### src/rtl/uart_pkt_pkg.sv
// Shared definitions for the UART packet framer and deframer:
// frame marker default, framing state encoding and checksum finalize.
package uart_pkt_pkg;

  localparam logic [7:0] SOF_DEFAULT = 8'hA5;

  typedef enum logic [2:0] {
    COLLECT = 3'd0,
    SOF     = 3'd1,
    LEN     = 3'd2,
    PAYLOAD = 3'd3,
    CSUM    = 3'd4
  } pkt_state_e;

  // Checksum byte that makes LEN + payload + CSUM wrap to zero.
  function automatic logic [7:0] csum_finalize(input logic [7:0] len,
                                               input logic [7:0] sum);
    return 8'h00 - len - sum;
  endfunction

endpackage

### src/rtl/uart_pkt_csum.sv
// Running 8-bit payload sum with clear, plus the finalized checksum byte.
module uart_pkt_csum
  import uart_pkt_pkg::*;
(
  input  logic       clk_i,
  input  logic       rst_i,
  input  logic       clr_i,
  input  logic       add_i,
  input  logic [7:0] data_i,
  input  logic [7:0] len_i,
  output logic [7:0] sum_o,
  output logic [7:0] csum_o
);

  logic [7:0] sum_q, sum_d;

  // Clear has priority; otherwise add the accepted byte modulo 256.
  always_comb begin
    sum_d = sum_q;
    if (clr_i) begin
      sum_d = 8'h00;
    end else if (add_i) begin
      sum_d = sum_q + data_i;
    end
  end

  // Sum register.
  always_ff @(posedge clk_i or posedge rst_i) begin
    if (rst_i) begin
      sum_q <= 8'h00;
    end else begin
      sum_q <= sum_d;
    end
  end

  assign sum_o  = sum_q;
  assign csum_o = csum_finalize(len_i, sum_q);

endmodule

### src/rtl/uart_packet_framer.sv
// Collects one packet of upstream bytes, then pushes SOF, LEN, payload
// and CSUM into the clock-crossing FIFO, stalling on the FIFO full flag.
//
// Handshakes: upstream byte transfers when s_valid && s_ready in the same
// cycle; the FIFO takes a byte in every cycle fifo_wr_en is high, and
// fifo_wr_en is only raised when fifo_full is low, so a stalled byte stays
// on fifo_wr_data until it is pushed.
module uart_packet_framer
  import uart_pkt_pkg::*;
#(
  parameter int unsigned MAX_PAYLOAD = 16,
  parameter logic [7:0]  SOF_BYTE    = SOF_DEFAULT
)(
  input  logic       wr_clk,
  input  logic       wr_rst,
  input  logic       s_valid,
  input  logic [7:0] s_data,
  input  logic       s_last,
  output logic       s_ready,
  input  logic       fifo_full,
  output logic       fifo_wr_en,
  output logic [7:0] fifo_wr_data,
  output logic       busy,
  output logic       pkt_sent,
  output pkt_state_e dbg_state_o
);

  localparam int CW = $clog2(MAX_PAYLOAD + 1);
  localparam int AW = (MAX_PAYLOAD > 1) ? $clog2(MAX_PAYLOAD) : 1;

  pkt_state_e      state_q, state_d;
  logic [CW-1:0]   cnt_q, cnt_d;
  logic [CW-1:0]   idx_q, idx_d;
  logic [7:0]      len_q, len_d;
  logic            pkt_sent_q, pkt_sent_d;
  logic [7:0]      buf_q [MAX_PAYLOAD];

  logic            accept;
  logic            push;
  logic            csum_clr;
  logic [CW-1:0]   cnt_inc;
  logic [7:0]      sum;
  logic [7:0]      csum;

  assign s_ready     = (state_q == COLLECT);
  assign busy        = !s_ready;
  assign accept      = s_valid && s_ready;
  assign fifo_wr_en  = busy && !fifo_full;
  assign push        = fifo_wr_en;
  assign cnt_inc     = cnt_q + CW'(1);
  assign csum_clr    = (state_q == CSUM) && push;
  assign pkt_sent    = pkt_sent_q;
  assign dbg_state_o = state_q;

  uart_pkt_csum u_csum (
    .clk_i  (wr_clk),
    .rst_i  (wr_rst),
    .clr_i  (csum_clr),
    .add_i  (accept),
    .data_i (s_data),
    .len_i  (len_q),
    .sum_o  (sum),
    .csum_o (csum)
  );

  // Byte presented to the FIFO; held stable while the state is stalled.
  always_comb begin
    fifo_wr_data = 8'h00;
    case (state_q)
      SOF:     fifo_wr_data = SOF_BYTE;
      LEN:     fifo_wr_data = len_q;
      PAYLOAD: fifo_wr_data = buf_q[idx_q[AW-1:0]];
      CSUM:    fifo_wr_data = csum;
      default: fifo_wr_data = 8'h00;
    endcase
  end

  // Next-state: collect until close, then walk the frame one push at a time.
  always_comb begin
    state_d    = state_q;
    cnt_d      = cnt_q;
    idx_d      = idx_q;
    len_d      = len_q;
    pkt_sent_d = 1'b0;
    case (state_q)
      COLLECT: begin
        if (accept) begin
          cnt_d = cnt_inc;
          if (s_last || (cnt_inc == CW'(MAX_PAYLOAD))) begin
            len_d   = 8'(cnt_inc);
            state_d = SOF;
          end
        end
      end
      SOF: begin
        if (push) state_d = LEN;
      end
      LEN: begin
        if (push) begin
          idx_d   = '0;
          state_d = PAYLOAD;
        end
      end
      PAYLOAD: begin
        if (push) begin
          if ((8'(idx_q) + 8'd1) == len_q) begin
            state_d = CSUM;
          end else begin
            idx_d = idx_q + CW'(1);
          end
        end
      end
      CSUM: begin
        if (push) begin
          cnt_d      = '0;
          pkt_sent_d = 1'b1;
          state_d    = COLLECT;
        end
      end
      default: state_d = COLLECT;
    endcase
  end

  // Control registers; reset discards any partial packet.
  always_ff @(posedge wr_clk or posedge wr_rst) begin
    if (wr_rst) begin
      state_q    <= COLLECT;
      cnt_q      <= '0;
      idx_q      <= '0;
      len_q      <= 8'h00;
      pkt_sent_q <= 1'b0;
    end else begin
      state_q    <= state_d;
      cnt_q      <= cnt_d;
      idx_q      <= idx_d;
      len_q      <= len_d;
      pkt_sent_q <= pkt_sent_d;
    end
  end

  // Payload storage; contents are only read after being written this packet.
  always_ff @(posedge wr_clk) begin
    if (accept) begin
      buf_q[cnt_q[AW-1:0]] <= s_data;
    end
  end

endmodule
### config.mk
export PLATFORM = sky130hd
export DESIGN_NAME = uart_packet_framer
export DESIGN_NICKNAME = d
export VERILOG_FILES = /design/src/rtl/uart_pkt_pkg.sv /design/src/rtl/uart_pkt_csum.sv /design/src/rtl/uart_packet_framer.sv
export SDC_FILE = /design/constraint.sdc
export NUM_CORES = 1
export LEC_CHECK = 0
export ABC_CLOCK_PERIOD_IN_PS = 2700
export CAP_MARGIN = 25
export CELL_PAD_IN_SITES_DETAIL_PLACEMENT = 0
export CELL_PAD_IN_SITES_GLOBAL_PLACEMENT = 2
export CORE_MARGIN = 2
export CORE_UTILIZATION = 39
export CTS_CLUSTER_DIAMETER = 150
export DETAILED_ROUTE_END_ITERATION = 8
export GPL_TIMING_DRIVEN = 0
export PLACE_DENSITY_LB_ADDON = 0.3
export SLEW_MARGIN = 20
export SYNTH_ARGS = -nofsm -noshare
export SYNTH_HDL_FRONTEND = slang
export SYNTH_SLANG_ARGS = --single-unit
### constraint.sdc
create_clock -name wr_clk -period 2.7 [get_ports wr_clk]
set_input_delay 0.81 -clock wr_clk [delete_from_list [all_inputs] [get_ports wr_clk]]
set_output_delay 0.81 -clock wr_clk [all_outputs]
set_load 0.01 [all_outputs]
# == After elaboration in Yosys (flattened, before gate mapping) ==
# Memory sizes are Yosys's and may differ from the RTL's.
# Index checks and enable logic that the tools add are counted.
# word_totals
ff_bits,27
ramBits,128
input_bits,13
output_inout_bits,15
n_memories,1
# classes
addsub,6
n_eq_ne,14
muxes,21
reduce_logical,14
# mem_list
name,depth,width,read_ports,rd_clocked_by_memory_dff,write_ports,line_no,rtl
buf_q,16,8,1,0,1,uart_packet_framer.sv:36,logic [7:0] buf_q [MAX_PAYLOAD];
# ops
operator,n
8-bit one-hot mux with 4 select lines,1
3-bit two-way mux,7
5-bit two-way mux,4
5-bit one-hot mux with 2 select lines,2
8-bit two-way mux,2
3-bit one-hot mux with 5 select lines,1
2-bit != test (second input constant),6
5-bit by 1-bit adder with 5-bit output (second input constant),2
8-bit adder,1
8-bit subtractor,1
7-bit AND reduction,1
5-bit by 1-bit adder with 6-bit output (second input constant),1
3-bit by 2-bit == test with 1-bit output (second input constant),2
6-bit by 5-bit == test with 1-bit output,1
3-bit AND reduction,2
2-bit nonzero test,3
1-bit by 5-bit subtractor with 6-bit output (first input constant),1
5-bit == test (second input constant),1
1-bit two-way mux,4
2-bit by 1-bit != test with 1-bit output (second input constant),2
4-bit AND reduction,1
3-bit by 1-bit == test with 1-bit output (second input constant),1
3-bit == test (second input constant),1
1-bit logical AND,3
3 further kinds,4

# == Longest topological paths before layout ==
# logic_depth
ltp_word,6
depth_mapped,10
mapped_depth_nobuf,10

# == By module ==
# Synthesis repeated with hierarchy kept, for this count alone.
# unflattened
hier_cells,490
area_unflattened_um2,7342.0
# modules_own_cells
module,instances,cells_each,area_each_um2,seq_area_each_um2
uart_packet_framer,1,377,6338.6,4319.1
uart_pkt_csum,1,113,1003.5,200.2

# == Least setup slack after synthesis ==
# Ideal clock, no wire load.
# synth_path
path_kind,register -> output
startpoint,register len_q[0]
endpoint,output port fifo_wr_data[6]
arrival_time_ps,2196
t_required_ps,1890
path_slack_ps,-306
path_stages_with_launch,8
path_buffers,0
cell_sequence,dfrtp_1 -> or3_1 -> or3_1 -> ha_1 -> a21o_1 -> a31oi_1 -> xor2_1 -> o21ai_0
# synth_between
elab_chain_cells,3
# synth_lines
element,line_no,rtl
"start, declared",uart_packet_framer.sv:34,"logic [7:0] len_q, len_d;"
"start signal, assigned",uart_packet_framer.sv:136,len_q <= len_d;
1-bit by 5-bit subtractor with 6-bit output,uart_pkt_pkg.sv:18,return 8'h00 - len - sum;
8-bit subtractor,uart_pkt_pkg.sv:18,
8-bit one-hot mux with 4 select lines,uart_packet_framer.sv:69,case (state_q)
"end, declared",uart_packet_framer.sv:22,"output logic [7:0] fifo_wr_data,"
# Every way passes these cells.

# == Final worst setup path ==
# layout_path
startpoint,register len_q[0]
endpoint,output port fifo_wr_data[5]
# Same word-level chain as after synthesis.

==> metrics.md <==
| Metric | Value |
|---|---|
| Worst Path Arrival | 2730 ps |
| Hold Path Class | reg2reg |
| Core area | 18000 um2 |
| Slowest cell delay on critical path | 420 ps |
| Drt pass-1 iters | 4 |
| Pleak | 3.13 nW |
| Setup ws final | -840 ps |
| Critical-path maximum fanout | 4 |
| Maximum clock rate | 0.282 GHz |
| Post-synth ARST share | 17.4% |
| Setup violators final | 8 |
| CP cell instances | or3_4, xor2_1, ha_1, o21a_1, o31a_1, o21ai_2, nand2b_1, xnor2_2, o31ai_2, buf_2 |
| Clock-pin slew on the worst setup and hold paths | 70 ps |
| Post-synthesis sequential area ratio | 63.1% |
| Status | finished with violations |
| Ports | 28 |
| Clk Latency, worst-skew pair | 410 ps |
| Most frequent cells in the layout | edfxtp_1 (128), mux4_2 (38), nand2_1 (29), buf_4 (24), dfrtp_1 (23) |
| Worst Max-Slew Pin Slew | 784 ps |
| Die Span Y | 140 um |
| Worst path top cell family by delay | compound AO/OA/AOI/OAI gates |
| Post-DP HPWL | 11500 um |
| Total wire length | 16700 um |
| Antenna Nets Post-Route | 0 |
| Hold_buf cts | 0 |
| Crit path max-delay cell type | dfrtp_2 |
| Routability cong. | 0.783 |
| Fillers | 1505 |
| Synth Warn # | 0 |
| Cell area after synthesis | 7160 um2 |
| Port buffer count | 27 |
| CTS tree | done |
| Worst vdd ir | 0.893 mV |
| DIE AREA | 19500 um2 |
| Area delta synth->final | 22.3% |
| Clock Sinks | 155 |
| Residual DRC | 0 |
| Post-layout nets | 569 |
| Drt via density | 5.35 |
| Ratio of cells with drive above 1 in the final layout | 31.3% |
| Design area | 8760 um2 |
| Max-slew violation count | 0 |
| Avg Inst Size Synth | 15.6 um2 |
| Startpoint types | flop |
| Period utilization | 131% |
| RSZ-0062 raised after global routing | true |
| Synth Register Bits | 155 |
| Vias in the first global route | 4207 |
| Num CTS Buffers | 17 |
| Root buffer cell | clkbuf_16 |
| Final clock skew | 8.96 ps |
| Failing checks | negative setup slack |
| Slew margin rel. | 47.7% |
| Wire per inst | 21.6 um |
| Inserted Diodes | 0 |
| FF/Latch Area | 4520 um2 |
| Max-Cap Viols | 0 |
| Syn_nets | 495 |
| Global-route wire length before repair | 25600 um |
| Clock tree buffer depth | 2 |
| Power Total | 9.37 mW |
| H-Tree Depth | 4 |
| Detailed router's first-iteration violation count | 345 |
| Crit end category | output pin |
| Setup Total Neg Slack | -5680 ps |
| Largest net degree at the start of global routing | 28 |
| Total track usage | 18.0% |
| Primary FF master, synth | edfxtp_1 |
| Std-Cell Rows | 49 |
| Worst hold margin | 522 ps |
| Post-synth EDFFs | 128 |
| Vias | 4145 |
| Pre-CTS WS | -1030 ps |
| Min Tclk post-route | 3540 ps |
| Yosys cell types | 52 |
| Post-synthesis instance total | 459 |
| Footprint of the multi-input gates | 2650 um2 |
| Starting density of the core | 39.9% |
| Final-report hold violation count | 0 |
| Setup Crit Path Kind | reg2out |
| Worst path required time | 1890 ps |
| Pwr/cell area | 1070 nW/um2 |
| Cell Area, Placed | 7800 um2 |
| CP Buf/Inv Count | 1 |
| Commonest non-fill, non-tap cell in the layout | edfxtp_1 |
| Die width | 140 um |
| Total gr overflow | 0 |
| Initial antenna violation count | 0 |
## power by group
part | internal [mW] | switching, mW
clock | 1.21 | 1.01
sequential | 2.72 | 0.171
combinational | 2.18 | 2.08
total | 6.12 | 3.26
## flip-flops by register name, indices dropped and copies added, names as in the netlist
signal,cells
len_q,5
pkt_sent,1
dbg_state_o,3
u_csum.sum_o,8
idx_q,5
cnt_q,5
buf_q,128
## final cells by class
cell class	count	area share, %
sequential	155	51.7
multi-input combinational	265	30.3
timing repair buffer	57	5.86
clock buffer	17	4.86
tap	229	3.27
buffer	18	1.77
clock inverter	15	1.49
inverter	19	0.814
## what timing repair did
item | in CTS | in global routing
pin swaps | 9 | 19
resized for setup | 94 | 30
cloned | 1 | 1
endpoints found under the setup margin | 136 | 18
buffers inserted | 18 | 8
## worst min-delay path: stages (launching register included)
cell and delay, ps:
dfrtp_1 370, nand2_1 50, o21ai_0 60
## metrics by stage
stage               instances  util, %
floorplan                 459        -
global placement          715     43.2
detailed placement        719     43.4
CTS                       769     48.2
global route              775     48.8
finish                    775     48.8
## routing by layer
layer | vias up | GRT usage (%) | share of wire [%]
met5 | - | 0 | 0
met4 | 0 | 4.84 | 0.46
met3 | 6 | 3.65 | 4.2
met2 | 89 | 29.3 | 51
met1 | 2120 | 24.9 | 44
li1 | 1930 | - | -
## worst paths after layout
check | start | end | slack [ps] | depth (start not counted)
min | u_csum.sum_o[2]$_DFFE_PP0P_ | u_csum.sum_o[2]$_DFFE_PP0P_ | 520 | 2
max | len_q[0]$_DFFE_PP0P_ | fifo_wr_data[5] | -840 | 10
max in group asynchronous | wr_rst | len_q[0]$_DFFE_PP0P_ | 1460 | 2
min reg2reg | u_csum.sum_o[2]$_DFFE_PP0P_ | u_csum.sum_o[2]$_DFFE_PP0P_ | 520 | 2
min in group asynchronous | wr_rst | len_q[4]$_DFFE_PP0P_ | 790 | 2
max reg2reg | dbg_state_o[1]$_DFFE_PP0P_ | buf_q[3][0]$_DFFE_PP_ | 150 | 7
## cell families after synthesis
family                   count (synthesis)  share of synthesized area (%)
adder cells (fa/ha/maj)                 23                           4.23
XOR/XNOR                                23                           2.81
AND/OR/NAND/NOR                         98                           6.52
AO/OA/AOI/OAI                           70                           6.33
flip-flops                             155                           63.1
buffers and inverters                   39                           2.57
multiplexers                            51                           14.4
## Yosys cell counts (6+ instances only)
cell type  number  area (um2)
edfxtp_1      128        3840
nor3_1          8        40.0
nand2b_1        6        37.5
mux2i_1         8        80.1
inv_1          19        71.3
ha_1           21         263
nand2_1        29         109
dfrtp_1        27         676
clkbuf_1       10        37.5
o21ai_0        23         115
nand3_1         7        35.0
nor2_1         30         113
mux4_2         31         698
xnor2_1        13         114
xor2_1         10        87.6
mux4_1          8         210
a21oi_1         7        35.0
Note: power is estimated with default switching activity, not from simulation.
==> patch, RTL diff (same flow settings) <==
Register the output `dbg_state_o` once more; this adds one clock of latency there. The other outputs are not delayed to match.
--- a/src/rtl/uart_packet_framer.sv
+++ b/src/rtl/uart_packet_framer.sv
@@ -52,3 +52,5 @@
   assign pkt_sent    = pkt_sent_q;
-  assign dbg_state_o = state_q;
+  always_ff @(posedge wr_clk) begin
+    dbg_state_o <= state_q;
+  end
 
Check against the original RTL: not equivalent (a bounded check fails within 4 cycles, from zero or initial values and one cycle with wr_rst high).
==> patch against the original RTL <==
  * The run still ends with setup timing left
  * Sequential share of layout area about the same
  * Area after synthesis increased by 0.16%
  * Global-route usage increased by 1.0 points
  * Power increased by 2.2%
  * Wire length increased by 6.6%
  * Sequential cell count increased by 3
  * Worst hold slack got worse by 0.036 ns
  * Count of clock-buffer cells in the layout increased by 1
  * Combinational power decreased by 3%
  * Worst setup slack improved by 0.073 ns
  * Cell area increased by 1.4%
  * Via count increased by 3.0%
  * Critical path type unchanged
  * Largest cell class unchanged
==> patch: results (changes against the original RTL) <==
| Metric | Value |
|---|---|
| Clock network area share | 6.34% (about the same) |
| Met1 wire length | 8.48 mm (+14%) |
| Multi-input gates | 271 (+2.3%) |
| Clk_skew | 0.0101 ns (+0.00114 ns) |
| Result of the run | finished with violations |
| Placed Cells incl. Taps | 732 (+1.8%) |
| Post-route cell area | 8880 um^2 (+1.4%) |
| Post-synthesis mux area share | 12.6% (-1.9 points) |
| Placed Area | 7820 um^2 (+0.16%) |
| DPL Wire Length | 11.9 mm (+3.8%) |
| GRT Total Usage | 19.0% (+1.0 points) |
| Synth unique cells | 44 (-15%) |
| Top cells by area, synth | edfxtp_1 (54%), mux4_2 (13%), dfrtp_1 (9.4%) |
| Worst-Skew Late Latency | 0.43 ns (+0.02 ns) |
| Maximum vdd ir drop | 0.000539 V (-40%) |
| Static leakage | 0.00313 uW (-0.11%) |
| Dpl ws | -1.07 ns (-0.0307 ns) |
| Arr. time, crit path | 2.66 ns (-0.07 ns) |
| Avg WL per Cell | 22.8 um (+5.5%) |
| Drt first pass iters | 6 (+2) |
| Synth Area in Compound Gates | 7.07% (+0.74 points) |
| Pwr dens | 1080 nW/um^2 (+0.82%) |
| Non-clock buffering overhead | 7.65% (+0.023 points) |
| Multi-input combinational area share | 30.2% (-0.13 points) |
| Vias/cell | 5.45 (+2.0%) |
| Met3 WL post-DR | 546 um (-22%) |
| Async SR Flop Fraction | 17.1% (-0.33 points) |
| Final Non-Filler Cells | 783 (+1.0%) |
| Crit path max fanout | 6 (+2) |
| Bufs w/o clock | 71 (-5.3%) |
| Inverters | 22 (+3) |
| Cells resized by post-CTS repair | 108 (+15%) |
| Port Buffers | 26 (-3.7%) |
| Setup ws final | -0.767 ns (+0.0732 ns) |
| Global-route wire length before repair | 26.9 mm (+5.0%) |
| Commonest cells post-synth | edfxtp_1 (128), mux4_2 (40), nor2_1 (35) |
| Sequential share of the synthesized area | 63.9% (+0.74 points) |
| Final setup viols | 8 (unchanged) |
| Reg-to-Reg Start | idx_q[0]$_DFFE_PP0P_ |
| Seq Cell Count | 158 (+1.9%) |
| Syn Area/Cell | 15.2 um^2 (-2.6%) |
| Sequential portion of the cell area | 51.7% (about the same) |
| Net Count, Synth | 508 (+2.6%) |
| Layout cells sized above 1 | 31.8% (+0.45 points) |
| Slew HR | 34.6% (-13 points) |
| Failing checks | setup timing |
| Met2 wire length | 8.56 mm (+0.49%) |
| Starting DRT DRC Count | 382 (+11%) |
==> patch: layer usage <==
layer | track usage (%) | vias to the layer above
met5 | 0 | -
met4 | 6.26 | 0
met3 | 3.17 | 17
met2 | 29.5 | 87
met1 | 27.6 | 2208
li1 | - | 1958
==> patch: critical path, stage by stage, from the launching register on <==
cell	delay [ns]
dfrtp_2	0.42
buf_12	0.15
buf_6	0.10
mux4_2	0.49
mux4_2	0.49
o21a_1	0.21
a21oi_2	0.13
o22ai_2	0.08
buf_2	0.16
==> patch: worst min path at each step <==
| stage | to | slack [ns] | cells after the start |
|---|---|---|---|
| after floorplan | dbg_state_o[0]$_DFF_P_ | 0.41 | 0 |
| after global placement | dbg_state_o[2]$_DFF_P_ | 0.50 | 0 |
| after detailed placement | dbg_state_o[2]$_DFF_P_ | 0.49 | 0 |
| after CTS | dbg_state_o[0]$_DFF_P_ | 0.50 | 0 |
| after global routing | dbg_state_o[0]$_DFF_P_ | 0.50 | 0 |
| final | dbg_state_o[0]$_DFF_P_ | 0.49 | 0 |
